==> src/rtl/seg7_scan_reader_if.sv <==
// Multiplexed 7-segment display bus plus the recovered-frame outputs of the scan reader.
interface seg7_scan_reader_if #(
  parameter int NDIG = 4
);
  logic [6:0]        display;
  logic              ponto;
  logic [NDIG-1:0]   dig_sel;
  logic [4*NDIG-1:0] bcd_out;
  logic [NDIG-1:0]   dots_out;
  logic              valid;
  logic              err;
  logic              stale;

  modport master (
    output display, ponto, dig_sel,
    input  bcd_out, dots_out, valid, err, stale
  );

  modport slave (
    input  display, ponto, dig_sel,
    output bcd_out, dots_out, valid, err, stale
  );
endinterface

==> src/rtl/seg7_scan_reader.sv <==
// Watches a multiplexed 7-segment bus, debounces each digit slot, decodes it back to BCD
// and publishes a complete frame with a one-cycle valid pulse.
module seg7_scan_reader #(
  parameter int NDIG       = 4,
  parameter int STABLE_CYC = 4,
  parameter int TIMEOUT    = 4096
) (
  input  logic                  clk,
  input  logic                  rst_n,
  seg7_scan_reader_if.slave     bus
);

  localparam int CW = $clog2(STABLE_CYC + 1);
  localparam int TW = $clog2(TIMEOUT + 1);

  typedef enum logic [1:0] {
    BLANK,
    SETTLE,
    CAPTURED
  } state_e;

  // Returns {invalid, digit}; unknown patterns read as F.
  function automatic logic [4:0] decode(input logic [6:0] p);
    case (p)
      7'b1111110: decode = 5'h00;
      7'b0110000: decode = 5'h01;
      7'b1101101: decode = 5'h02;
      7'b1111001: decode = 5'h03;
      7'b0110011: decode = 5'h04;
      7'b1011011: decode = 5'h05;
      7'b1011111: decode = 5'h06;
      7'b1110000: decode = 5'h07;
      7'b1111111: decode = 5'h08;
      7'b1111011: decode = 5'h09;
      default:    decode = 5'h1F;
    endcase
  endfunction

  logic [6:0]        disp_q, disp_d;
  logic              ponto_q, ponto_d;
  logic [NDIG-1:0]   sel_q, sel_d;
  logic [6:0]        prev_disp_q, prev_disp_d;
  logic              prev_ponto_q, prev_ponto_d;
  logic [NDIG-1:0]   prev_sel_q, prev_sel_d;

  state_e            state_q, state_d;
  logic [CW-1:0]     cnt_q, cnt_d;
  logic [TW-1:0]     to_cnt_q, to_cnt_d;
  logic [NDIG-1:0]   mask_q, mask_d;
  logic [4*NDIG-1:0] shadow_bcd_q, shadow_bcd_d;
  logic [NDIG-1:0]   shadow_dot_q, shadow_dot_d;
  logic [NDIG-1:0]   shadow_inv_q, shadow_inv_d;

  logic [4*NDIG-1:0] bcd_q, bcd_d;
  logic [NDIG-1:0]   dots_q, dots_d;
  logic              valid_q, valid_d;
  logic              err_q, err_d;
  logic              stale_q, stale_d;

  logic              one_hot;
  logic              same;
  logic              capture;
  logic [4:0]        dec;

  assign one_hot = (sel_q != '0) && ((sel_q & (sel_q - 1'b1)) == '0);
  assign same    = ({sel_q, disp_q, ponto_q} == {prev_sel_q, prev_disp_q, prev_ponto_q});
  assign dec     = decode(disp_q);

  always_comb begin
    disp_d       = bus.display;
    ponto_d      = bus.ponto;
    sel_d        = bus.dig_sel;
    prev_disp_d  = disp_q;
    prev_ponto_d = ponto_q;
    prev_sel_d   = sel_q;
  end

  // The sample that first arrives counts as the first stable sample of its run.
  always_comb begin
    state_d = state_q;
    cnt_d   = cnt_q;
    capture = 1'b0;
    case (state_q)
      BLANK: begin
        cnt_d = '0;
        if (one_hot) begin
          state_d = SETTLE;
          cnt_d   = CW'(1);
        end
      end
      SETTLE: begin
        if (!one_hot) begin
          state_d = BLANK;
          cnt_d   = '0;
        end else if (!same) begin
          cnt_d = CW'(1);
        end else if (cnt_q == CW'(STABLE_CYC - 1)) begin
          capture = 1'b1;
          state_d = CAPTURED;
          cnt_d   = CW'(STABLE_CYC);
        end else begin
          cnt_d = cnt_q + 1'b1;
        end
      end
      CAPTURED: begin
        if (!one_hot) begin
          state_d = BLANK;
          cnt_d   = '0;
        end else if (!same) begin
          state_d = SETTLE;
          cnt_d   = CW'(1);
        end
      end
      default: begin
        state_d = BLANK;
        cnt_d   = '0;
      end
    endcase
  end

  // Completion acts on last cycle's full mask, so a capture landing in the same
  // cycle is applied after the clear and starts the next frame.
  always_comb begin
    mask_d       = mask_q;
    shadow_bcd_d = shadow_bcd_q;
    shadow_dot_d = shadow_dot_q;
    shadow_inv_d = shadow_inv_q;
    bcd_d        = bcd_q;
    dots_d       = dots_q;
    valid_d      = 1'b0;
    err_d        = err_q;
    stale_d      = stale_q;
    to_cnt_d     = to_cnt_q;

    if (mask_q == '1) begin
      bcd_d   = shadow_bcd_q;
      dots_d  = shadow_dot_q;
      err_d   = |shadow_inv_q;
      valid_d = 1'b1;
      stale_d = 1'b0;
      mask_d  = '0;
    end

    if (capture) begin
      to_cnt_d = '0;
    end else if (to_cnt_q == TW'(TIMEOUT - 1)) begin
      to_cnt_d = '0;
      mask_d   = '0;
      stale_d  = 1'b1;
    end else begin
      to_cnt_d = to_cnt_q + 1'b1;
    end

    for (int unsigned i = 0; i < NDIG; i++) begin
      if (capture && sel_q[i]) begin
        shadow_bcd_d[4*i +: 4] = dec[3:0];
        shadow_dot_d[i]        = ponto_q;
        shadow_inv_d[i]        = dec[4];
        mask_d[i]              = 1'b1;
      end
    end
  end

  always_ff @(posedge clk or negedge rst_n) begin
    if (!rst_n) begin
      disp_q       <= '0;
      ponto_q      <= 1'b0;
      sel_q        <= '0;
      prev_disp_q  <= '0;
      prev_ponto_q <= 1'b0;
      prev_sel_q   <= '0;
      state_q      <= BLANK;
      cnt_q        <= '0;
      to_cnt_q     <= '0;
      mask_q       <= '0;
      shadow_bcd_q <= '0;
      shadow_dot_q <= '0;
      shadow_inv_q <= '0;
      bcd_q        <= '0;
      dots_q       <= '0;
      valid_q      <= 1'b0;
      err_q        <= 1'b0;
      stale_q      <= 1'b0;
    end else begin
      disp_q       <= disp_d;
      ponto_q      <= ponto_d;
      sel_q        <= sel_d;
      prev_disp_q  <= prev_disp_d;
      prev_ponto_q <= prev_ponto_d;
      prev_sel_q   <= prev_sel_d;
      state_q      <= state_d;
      cnt_q        <= cnt_d;
      to_cnt_q     <= to_cnt_d;
      mask_q       <= mask_d;
      shadow_bcd_q <= shadow_bcd_d;
      shadow_dot_q <= shadow_dot_d;
      shadow_inv_q <= shadow_inv_d;
      bcd_q        <= bcd_d;
      dots_q       <= dots_d;
      valid_q      <= valid_d;
      err_q        <= err_d;
      stale_q      <= stale_d;
    end
  end

  assign bus.bcd_out  = bcd_q;
  assign bus.dots_out = dots_q;
  assign bus.valid    = valid_q;
  assign bus.err      = err_q;
  assign bus.stale    = stale_q;

endmodule

==> src/flat_wrapper.sv <==
// flat-port wrapper written by rule: the top's interface ports become plain ports
module seg7_scan_reader_flat 
#(
  parameter int NDIG       = 4,
  parameter int STABLE_CYC = 4,
  parameter int TIMEOUT    = 4096
)
  (clk, rst_n, bus_display, bus_ponto, bus_dig_sel, bus_bcd_out, bus_dots_out, bus_valid, bus_err, bus_stale);
  seg7_scan_reader_if #(.NDIG(NDIG)) bus_i ();
  input  logic clk;
  input  logic rst_n;
  input wire logic [$bits(bus_i.display)-1:0] bus_display;
  input wire logic [$bits(bus_i.ponto)-1:0] bus_ponto;
  input wire logic [$bits(bus_i.dig_sel)-1:0] bus_dig_sel;
  output wire logic [$bits(bus_i.bcd_out)-1:0] bus_bcd_out;
  output wire logic [$bits(bus_i.dots_out)-1:0] bus_dots_out;
  output wire logic [$bits(bus_i.valid)-1:0] bus_valid;
  output wire logic [$bits(bus_i.err)-1:0] bus_err;
  output wire logic [$bits(bus_i.stale)-1:0] bus_stale;
  assign bus_i.display = bus_display;
  assign bus_i.ponto = bus_ponto;
  assign bus_i.dig_sel = bus_dig_sel;
  assign bus_bcd_out = bus_i.bcd_out;
  assign bus_dots_out = bus_i.dots_out;
  assign bus_valid = bus_i.valid;
  assign bus_err = bus_i.err;
  assign bus_stale = bus_i.stale;
  seg7_scan_reader #(.NDIG(NDIG), .STABLE_CYC(STABLE_CYC), .TIMEOUT(TIMEOUT)) u_core (.clk(clk), .rst_n(rst_n), .bus(bus_i));
endmodule
==> config.mk <==
export PLATFORM = sky130hd
export DESIGN_NAME = seg7_scan_reader_flat
export DESIGN_NICKNAME = d
export VERILOG_FILES = /design/src/rtl/seg7_scan_reader_if.sv /design/src/rtl/seg7_scan_reader.sv /design/src/flat_wrapper.sv
export SDC_FILE = /design/constraint.sdc
export NUM_CORES = 1
export LEC_CHECK = 0
export CAP_MARGIN = 20
export CORE_MARGIN = 3
export CORE_UTILIZATION = 30
export DETAILED_ROUTE_END_ITERATION = 10
export GPL_ROUTABILITY_DRIVEN = 0
export SYNTH_ARGS = -nofsm -noshare
export SYNTH_HDL_FRONTEND = slang
export SYNTH_SLANG_ARGS = --single-unit
==> constraint.sdc <==
create_clock -name clk -period 2.84 [get_ports clk]
set_input_delay 0.568 -clock clk [delete_from_list [all_inputs] [get_ports clk]]
set_output_delay 0.568 -clock clk [all_outputs]
set_load 0.02 [all_outputs]
==> impl_metrics.tcl, run 1 <==
set metrics [dict create \
    synth_mux_area_frac 0.03342 \
    min_period_ps 2498 \
    synth-seq-area-share 0.5977 \
    synth_fp_nets 378 \
    critPathTopFamily "compound AO/OA/AOI/OAI gates" \
    crit_path_start "u_core.disp_q[3]" \
    top_layer "met4" \
    cts_max_path_buffers 2 \
    cts-resized-gates 0 \
    power_density_nw_per_um2 546.7 \
    n_fill_cell 1227 \
    maxCapViolations 0 \
    final_common_cell "dfrtp_1" \
    die_area_um2 14380 \
    mostFrequentLayoutCells "dfrtp_1 (93), nand2_1 (75), clkdlybuf4s50_1 (35), nor2_1 (30), xnor2_1 (17)" \
    syn2layout_area_growth_pct 20.89 \
    antenna_found_initial 0 \
    vias 2660 \
    setup_tns_ps 0 \
    wl_met2_um 3483 \
    synth_compound_area_frac 0.08580 \
    rsz0062_at_grt "false" \
    htree_levels 3 \
    async_reset_ff_frac 1.000 \
    num_rows 40 \
    drt-met1-wl_um 3581 \
    layout.nets 414 \
    dieHeight_um 119.9 \
    grt_max_degree 58 \
    wirelength_um 7523 \
    coreArea_um2 12360 \
    synthSimpleGateAreaFrac 0.1944 \
    path_cells "or4b_1 > a221oi_1 > o2111ai_1 > a2111oi_4 > a2bb2oi_1" \
    grt_pass1_wl_um 13100 \
    maxSlewHeadroom 0.4928 \
    setup_viol 0 \
    place_worst_setup_slack_ps 348.8 \
    ant_nets 0 \
    die_x_um 119.9 \
    ys_warn_count 0 \
    post_drt_wl_per_cell_um 13.20 \
    worst_slack_ps 342.2 \
    fin_crit_sh 0.8795 \
    peakVddDrop_uv 250.8 \
    hp-class "in2async" \
    cp.arrival_ps 2710 \
    synth_xor_xnor_area_share 0.05174 \
    endpoint_kind "flip-flop" \
    p_leak_nw 2.098 \
    hold_violations 0 \
    numCtsBuffers 9 \
    startpoint_type "flip-flop" \
    cts.sinks 93 \
    synth_fa_ha_area_frac 0.009640 \
    postCtsSetupBuffers 0 \
    fmax_mhz 400.4 \
    io_buffer_count 36 \
    cts_tree "yes" \
    clk_pin_slew_ps 70 \
    synth_edf_count 0 \
    worstSetupPathType "reg2reg" \
    r2r_start "u_core.disp_q[3]" \
    firstDrtPassIters 4 \
    syn-instance-count 361 \
    maxSlewViolCount 0 \
    drc 0 \
    synth.distinct_cells 49 \
    synth_top_family_by_area "simple AND/OR/NAND/NOR gates" \
    clock_latency_ps 330 \
    wl_met3_um 380 \
    cp_max_fo 15 \
    vias_per_cell 4.667 \
    grt_overflow 0 \
    cp_slowest_stage_delay_ps 560 \
    dr.first_iter.drc_count 147 \
    grt_pass1_vias 2628 \
    total_power_mw 2.573 \
    place_hpwl_um 5352 \
    slowest_stage "or4b_1" \
    ys_seq_elements 93 \
    cp_num_buf_inv 0 \
    synth_flop_cell "dfrtp_1" \
    antenna-diode-count 0 \
    status "completed" \
    grt_util_all_layers 0.1117 \
    avgSynthCellArea_um2 10.79 \
    ctsHoldBuffers 0 \
    synth_area_um2 3894 \
    drive_gt1_frac 0.09950 \
    pin_count 37 \
    start_util 0.3150 \
    tightest_slew_ps 759.3 \
    crit_required_ps 3050 \
    root_buffer "clkbuf_16" \
    clock_skew_ps 8.050 \
]
-- flip-flops by register name, summed over array words and instances, names as in the netlist, 2 cells and up --
register and count:
u_core.prev_disp_q 7, u_core.shadow_dot_q 4, u_core.prev_sel_d 4, u_core.bus.bcd_out 16
u_core.mask_q 4, u_core.bus.dots_out 4, u_core.prev_sel_q 4, u_core.disp_q 7
u_core.cnt_q 3, u_core.to_cnt_q 13, u_core.shadow_inv_q 4, u_core.state_q 2
u_core.shadow_bcd_q 16
-- through the flow --
stage	std cells	util	cell area (um^2)	hold WS [ps]
final	570	0.3808	4707	280.4
after global routing	570	0.3808	4707	345.9
after CTS	570	0.3808	4707	311.5
after detailed placement	554	0.3585	4432	464.7
after global placement	554	0.3585	4432	451.8
after floorplan	361	-	3894	272.4
-- cells in the mapped netlist, types with 3 or more instances --
cell type,instances,area share
mux2_2,8,0.023
ha_1,3,0.0096
a21oi_1,13,0.017
a2bb2oi_1,4,0.0090
a31oi_1,5,0.0080
dfrtp_1,93,0.60
nor2_1,30,0.029
mux2i_1,4,0.010
o21ai_0,15,0.019
xnor2_1,17,0.038
nand2_1,75,0.072
nand4_1,8,0.013
or3_1,4,0.0064
inv_1,10,0.0096
xor2_1,6,0.013
clkbuf_1,11,0.011
nor4_1,3,0.0048
nand3_1,8,0.010
nand2b_1,4,0.0064
-- cells by family (layout without fill, tap and decap cells) --
kind of cell,Yosys count,in the layout
xor gates and xnor gates,23,23
adders and majority gates,3,3
buffers and inverters,25,66
DFF,93,93
muxes,12,12
AOI/OAI and AO/OA,50,50
and+or+nand+nor,155,155
-- layer usage --
metal / vias up / GRT usage
met3: 7 / 0.02922
met1: 1290 / 0.1557
li1: 1298 / -
met5: - / 0
met4: 0 / 0.03221
met2: 65 / 0.1714
-- report_power, final --
part           internal (mW)  switching [mW]  leakage [nW]  total, mW
combinational         0.0445          0.0521         0.741     0.0966
sequential              1.34          0.0314          1.23       1.38
clock                  0.600           0.502         0.129       1.10
total                   1.99           0.585          2.10       2.57
-- area by class of cell --
cell class	count	area (um^2)	share of cell area
clock buffer	10	229.0	0.04864
inverter	11	41.29	0.008772
clock inverter	6	46.29	0.009835
multi-input combinational	243	1460	0.3102
sequential	93	2327	0.4944
tap	168	210.2	0.04466
timing repair buffer	39	392.9	0.08347
-- path summary, 6_finish.rpt --
path | endpoint | slack, ps | cells past startpoint
min reg2reg | u_core.bus.dots_out[2] | 470 | 2
max in group asynchronous | u_core.prev_sel_q[2] | 1890 | 2
min in group clk | u_core.bus.dots_out[2] | 470 | 2
max reg2reg | u_core.shadow_bcd_q[12] | 340 | 5
min | u_core.bus.valid | 280 | 1
max | u_core.shadow_bcd_q[12] | 340 | 5
(Power assumes the default switching activity.)
==> run 2, diff against run 1 <==
Settings changed: CTS_CLUSTER_SIZE from default to 25, PLACE_DENSITY from default to 0.59.
==> impl_metrics.tcl, run 2 (same netlist as run 1, synthesis figures left out) <==
set metrics [dict create \
    final_common_cell "dfrtp_1" \
    clock_power_share 0.452 \
    dr.first_iter.drc_count 191 \
    cp_max_fo 15 \
    grt_pass1_wl_um 13660 \
    numCtsBuffers 9 \
    crit_path_start "u_core.disp_q[3]" \
    grt_overflow 0 \
    hold_violations 0 \
    fin_crit_sh 0.9036 \
    tightest_slew_ps 797.2 \
    cts.sinks 93 \
    die_area_um2 14380 \
    grt_util_all_layers 0.1163 \
    internal_power_mw 2.100 \
    register_area_um2 2327 \
    io_buffer_count 36 \
    multi_input_area_um2 1460 \
    worstSetupPathType "reg2reg" \
    ctsHoldBuffers 0 \
    layout.nets 415 \
    rsz0062_at_grt "false" \
    hp-class "in2async" \
    cts_max_path_buffers 2 \
    setup_viol 0 \
    vias_per_cell 4.681 \
    place_hpwl_um 5457 \
    dieHeight_um 119.9 \
    pwr-share-seq 0.511 \
    postCtsSetupBuffers 0 \
    ant_nets 0 \
    num_rows 40 \
    maxCapViolations 0 \
    grt_pass1_vias 2721 \
    fmax_mhz 389.7 \
    min_period_ps 2566 \
    coreArea_um2 12360 \
    clk_pin_slew_ps 70 \
    start_util 0.3150 \
    cp_num_buf_inv 0 \
    pwr-share-comb 0.037 \
    cts-resized-gates 0 \
    peakVddDrop_uv 228.7 \
    p_leak_nw 2.119 \
    antenna-diode-count 0 \
    mostFrequentLayoutCells "dfrtp_1 (93), nand2_1 (75), clkdlybuf4s50_1 (35), nor2_1 (30), xnor2_1 (17)" \
    status "completed" \
    grt_max_degree 54 \
    vias 2673 \
    swShare 0.2194 \
    power_density_nw_per_um2 566.8 \
    htree_levels 3 \
    maxSlewHeadroom 0.4675 \
    clock_latency_ps 340 \
    place_worst_setup_slack_ps 326.0 \
    slowest_stage "or4b_1" \
    critPathTopFamily "compound AO/OA/AOI/OAI gates" \
    drc 0 \
    syn2layout_area_growth_pct 21.88 \
    total_power_mw 2.690 \
    wirelength_um 7712 \
    post_drt_wl_per_cell_um 13.51 \
    r2r_start "u_core.disp_q[3]" \
    clock_skew_ps 9.594 \
    endpoint_kind "flip-flop" \
    startpoint_type "flip-flop" \
    antenna_found_initial 0 \
    cp_slowest_stage_delay_ps 550 \
    firstDrtPassIters 4 \
    root_buffer "clkbuf_16" \
    maxSlewViolCount 0 \
    path_cells "or4b_1 > a221oi_1 > o2111ai_1 > a2111oi_4 > a2bb2oi_1" \
    crit_required_ps 3050 \
    setup_tns_ps 0 \
    die_x_um 119.9 \
    cts_tree "yes" \
    worst_slack_ps 273.7 \
    pin_count 37 \
    drive_gt1_frac 0.1042 \
    cp.arrival_ps 2780 \
    n_fill_cell 1224 \
    net-switching-power_mw 0.5901 \
]
==> run 2: changes by cell type in the layout (fill, tap and decap cells not counted), sizes merged <==
cell | before | now
buf | 4 | 5
bufinv | 0 | 1
clkinv | 3 | 2
==> run 2: path summary, 6_finish.rpt <==
check,endpoint,slack [ps],cells past startpoint
worst min register to register,u_core.bus.bcd_out[9],460,2
worst max register to register,u_core.shadow_bcd_q[0],270,5
worst min-delay path,u_core.bus.dots_out[1],270,1
min in group clk,u_core.bus.bcd_out[9],460,2
worst max-delay path,u_core.shadow_bcd_q[0],270,5
max in group asynchronous,u_core.to_cnt_q[11],1900,2
==> run 2: layout make-up <==
cell class | instances | share of cell area
multi-input combinational | 243 | 0.3077
inverter | 11 | 0.008700
tap | 168 | 0.04429
clock inverter | 6 | 0.01424
clock buffer | 10 | 0.05036
timing repair buffer | 40 | 0.08437
sequential | 93 | 0.4904
==> run 2: power by group through the flow <==
stage / Combinational [mW] / Clock, mW / Sequential (mW)
floorplan: 0.0563 / 0 / 1.38
global placement: 0.0997 / 0 / 1.40
detailed placement: 0.102 / 0 / 1.40
CTS: 0.102 / 1.26 / 1.37
global route: 0.112 / 1.30 / 1.38
finish: 0.0988 / 1.22 / 1.37
==> run 2: through the flow <==
step | utilization | std cells | instance area, um^2 | hold slack [ps]
after floorplan | - | 361 | 3894 | 272.4
final | 0.3839 | 571 | 4746 | 272.5
after global routing | 0.3839 | 571 | 4746 | 318.8
after global placement | 0.3591 | 555 | 4439 | 453.1
after CTS | 0.3839 | 571 | 4746 | 294.7
after detailed placement | 0.3591 | 555 | 4439 | 450.5
==> run 2: routing by layer <==
metal	track usage	share of wire	vias to the layer above
li1	-	-	1307
met3	0.03299	0.045	6
met2	0.1746	0.45	50
met1	0.1643	0.50	1310
met4	0.03221	0.0082	0
met5	0	0	-
==> run 3, diff against run 2 <==
Settings changed: CORE_UTILIZATION 30 to 50, PLACE_DENSITY 0.59 to 0.83.
==> impl_metrics.tcl, run 3 (same netlist as run 1, synthesis figures left out) <==
set metrics [dict create \
    fin_crit_sh 0.8885 \
    firstDrtPassIters 4 \
    dr.first_iter.drc_count 129 \
    startpoint_type "flip-flop" \
    die_x_um 94.25 \
    clk_pin_slew_ps 80 \
    rsz0062_at_grt "false" \
    place_hpwl_um 5077 \
    pin_count 37 \
    p_leak_nw 2.078 \
    n_fill_cell 585 \
    drive_gt1_frac 0.09476 \
    tightest_slew_ps 738.1 \
    worstSetupPathType "reg2reg" \
    vias 2712 \
    maxCapViolations 0 \
    coreArea_um2 7408 \
    total_power_mw 2.483 \
    status "completed" \
    min_period_ps 2523 \
    setup_viol 0 \
    syn2layout_area_growth_pct 17.48 \
    path_cells "or4b_1 > a221oi_1 > o2111ai_1 > a2111oi_4 > a2bb2oi_1" \
    clock_latency_ps 360 \
    cts_tree "yes" \
    grt_util_all_layers 0.1776 \
    post_drt_wl_per_cell_um 14.39 \
    grt_max_degree 52 \
    clock_skew_ps 10.82 \
    grt_pass1_vias 2588 \
    vias_per_cell 5.424 \
    fmax_mhz 396.3 \
    wirelength_um 7193 \
    final_common_cell "dfrtp_1" \
    cp.arrival_ps 2750 \
    grt_pass1_wl_um 12300 \
    postCtsSetupBuffers 0 \
    numCtsBuffers 9 \
    ctsHoldBuffers 0 \
    maxSlewHeadroom 0.5070 \
    die_area_um2 8882 \
    crit_required_ps 3060 \
    endpoint_kind "flip-flop" \
    mostFrequentLayoutCells "dfrtp_1 (93), nand2_1 (75), clkdlybuf4s50_1 (35), nor2_1 (30), xnor2_1 (17)" \
    whs_ps 229.4 \
    layout.nets 414 \
    dieHeight_um 94.25 \
    peakVddDrop_uv 350.0 \
    grt_overflow 0 \
    start_util 0.5256 \
    maxSlewViolCount 0 \
    num_rows 31 \
    slowest_stage "or4b_1" \
    cp_max_fo 15 \
    hp-class "in2async" \
    htree_levels 3 \
    root_buffer "clkbuf_8" \
    cts-resized-gates 0 \
    ant_nets 0 \
    hold_violations 0 \
    setup_tns_ps 0 \
    cts_max_path_buffers 2 \
    cts.sinks 93 \
    antenna_found_initial 0 \
    antenna-diode-count 0 \
    cp_slowest_stage_delay_ps 560 \
    drc 0 \
    power_density_nw_per_um2 542.8 \
    io_buffer_count 36 \
]
==> run 3: cell types whose count changed in the layout (fill, tap and decap cells not counted) <==
| cell | before | now |
|---|---|---|
| clkinvlp_4 | 2 | 1 |
| buf_4 | 4 | 3 |
| clkbuf_16 | 9 | 0 |
| clkinv_2 | 1 | 0 |
| clkbuf_1 | 0 | 2 |
| inv_6 | 2 | 0 |
| clkbuf_8 | 1 | 9 |
| bufinv_16 | 1 | 3 |
==> run 3: metal layers <==
metal | part of all wire | track usage
met3 | 0.042 | 0.02644
met5 | 0 | 0
met1 | 0.47 | 0.2500
met2 | 0.47 | 0.2665
met4 | 0.025 | 0.09266
==> run 3: per-stage QoR <==
stage | instance area (um^2) | instances | setup WS (ps) | utilization
after floorplan | 3894 | 361 | 708.4 | -
after global placement | 4345 | 485 | 465.8 | 0.5866
after detailed placement | 4345 | 485 | 383.1 | 0.5866
after CTS | 4574 | 500 | 360.0 | 0.6175
after global routing | 4574 | 500 | 251.4 | 0.6175
final | 4574 | 500 | 316.8 | 0.6175
==> run 3: path summary, 6_finish.rpt <==
kind / startpoint / cells after the start / to / slack [ps]
worst max-delay path: u_core.disp_q[3] / 5 / u_core.shadow_bcd_q[0] / 320
worst min-delay path: rst_n / 1 / u_core.bus.bcd_out[3] / 230
worst max register to register: u_core.disp_q[3] / 5 / u_core.shadow_bcd_q[0] / 320
worst min register to register: u_core.shadow_bcd_q[1] / 2 / u_core.bus.bcd_out[1] / 480
max in group asynchronous: rst_n / 2 / u_core.prev_sel_d[2] / 1970
min in group clk: u_core.shadow_bcd_q[1] / 2 / u_core.bus.bcd_out[1] / 480
==> run 3: where the power goes <==
part           total, mW  internal, mW  switching, mW
logic             0.0965        0.0445         0.0520
clock network       1.01         0.581          0.430
registers           1.38          1.34         0.0327
==> run 3: cell type report <==
type / instances / area, um^2 / share of cell area
clock buffer: 11 / 131.4 / 0.02872
clock inverter: 4 / 97.59 / 0.02133
inverter: 11 / 41.29 / 0.009026
multi-input combinational: 243 / 1460 / 0.3192
sequential: 93 / 2327 / 0.5088
tap: 99 / 123.9 / 0.02708
timing repair buffer: 39 / 392.9 / 0.08589
==> run 3: worst max-delay path: cells and delay by family (launching register included) <==
kind               cells  cell delay [ps]
and+or+nand+nor        1              560
DFF                    1              530
AOI/OAI and AO/OA      4             1300
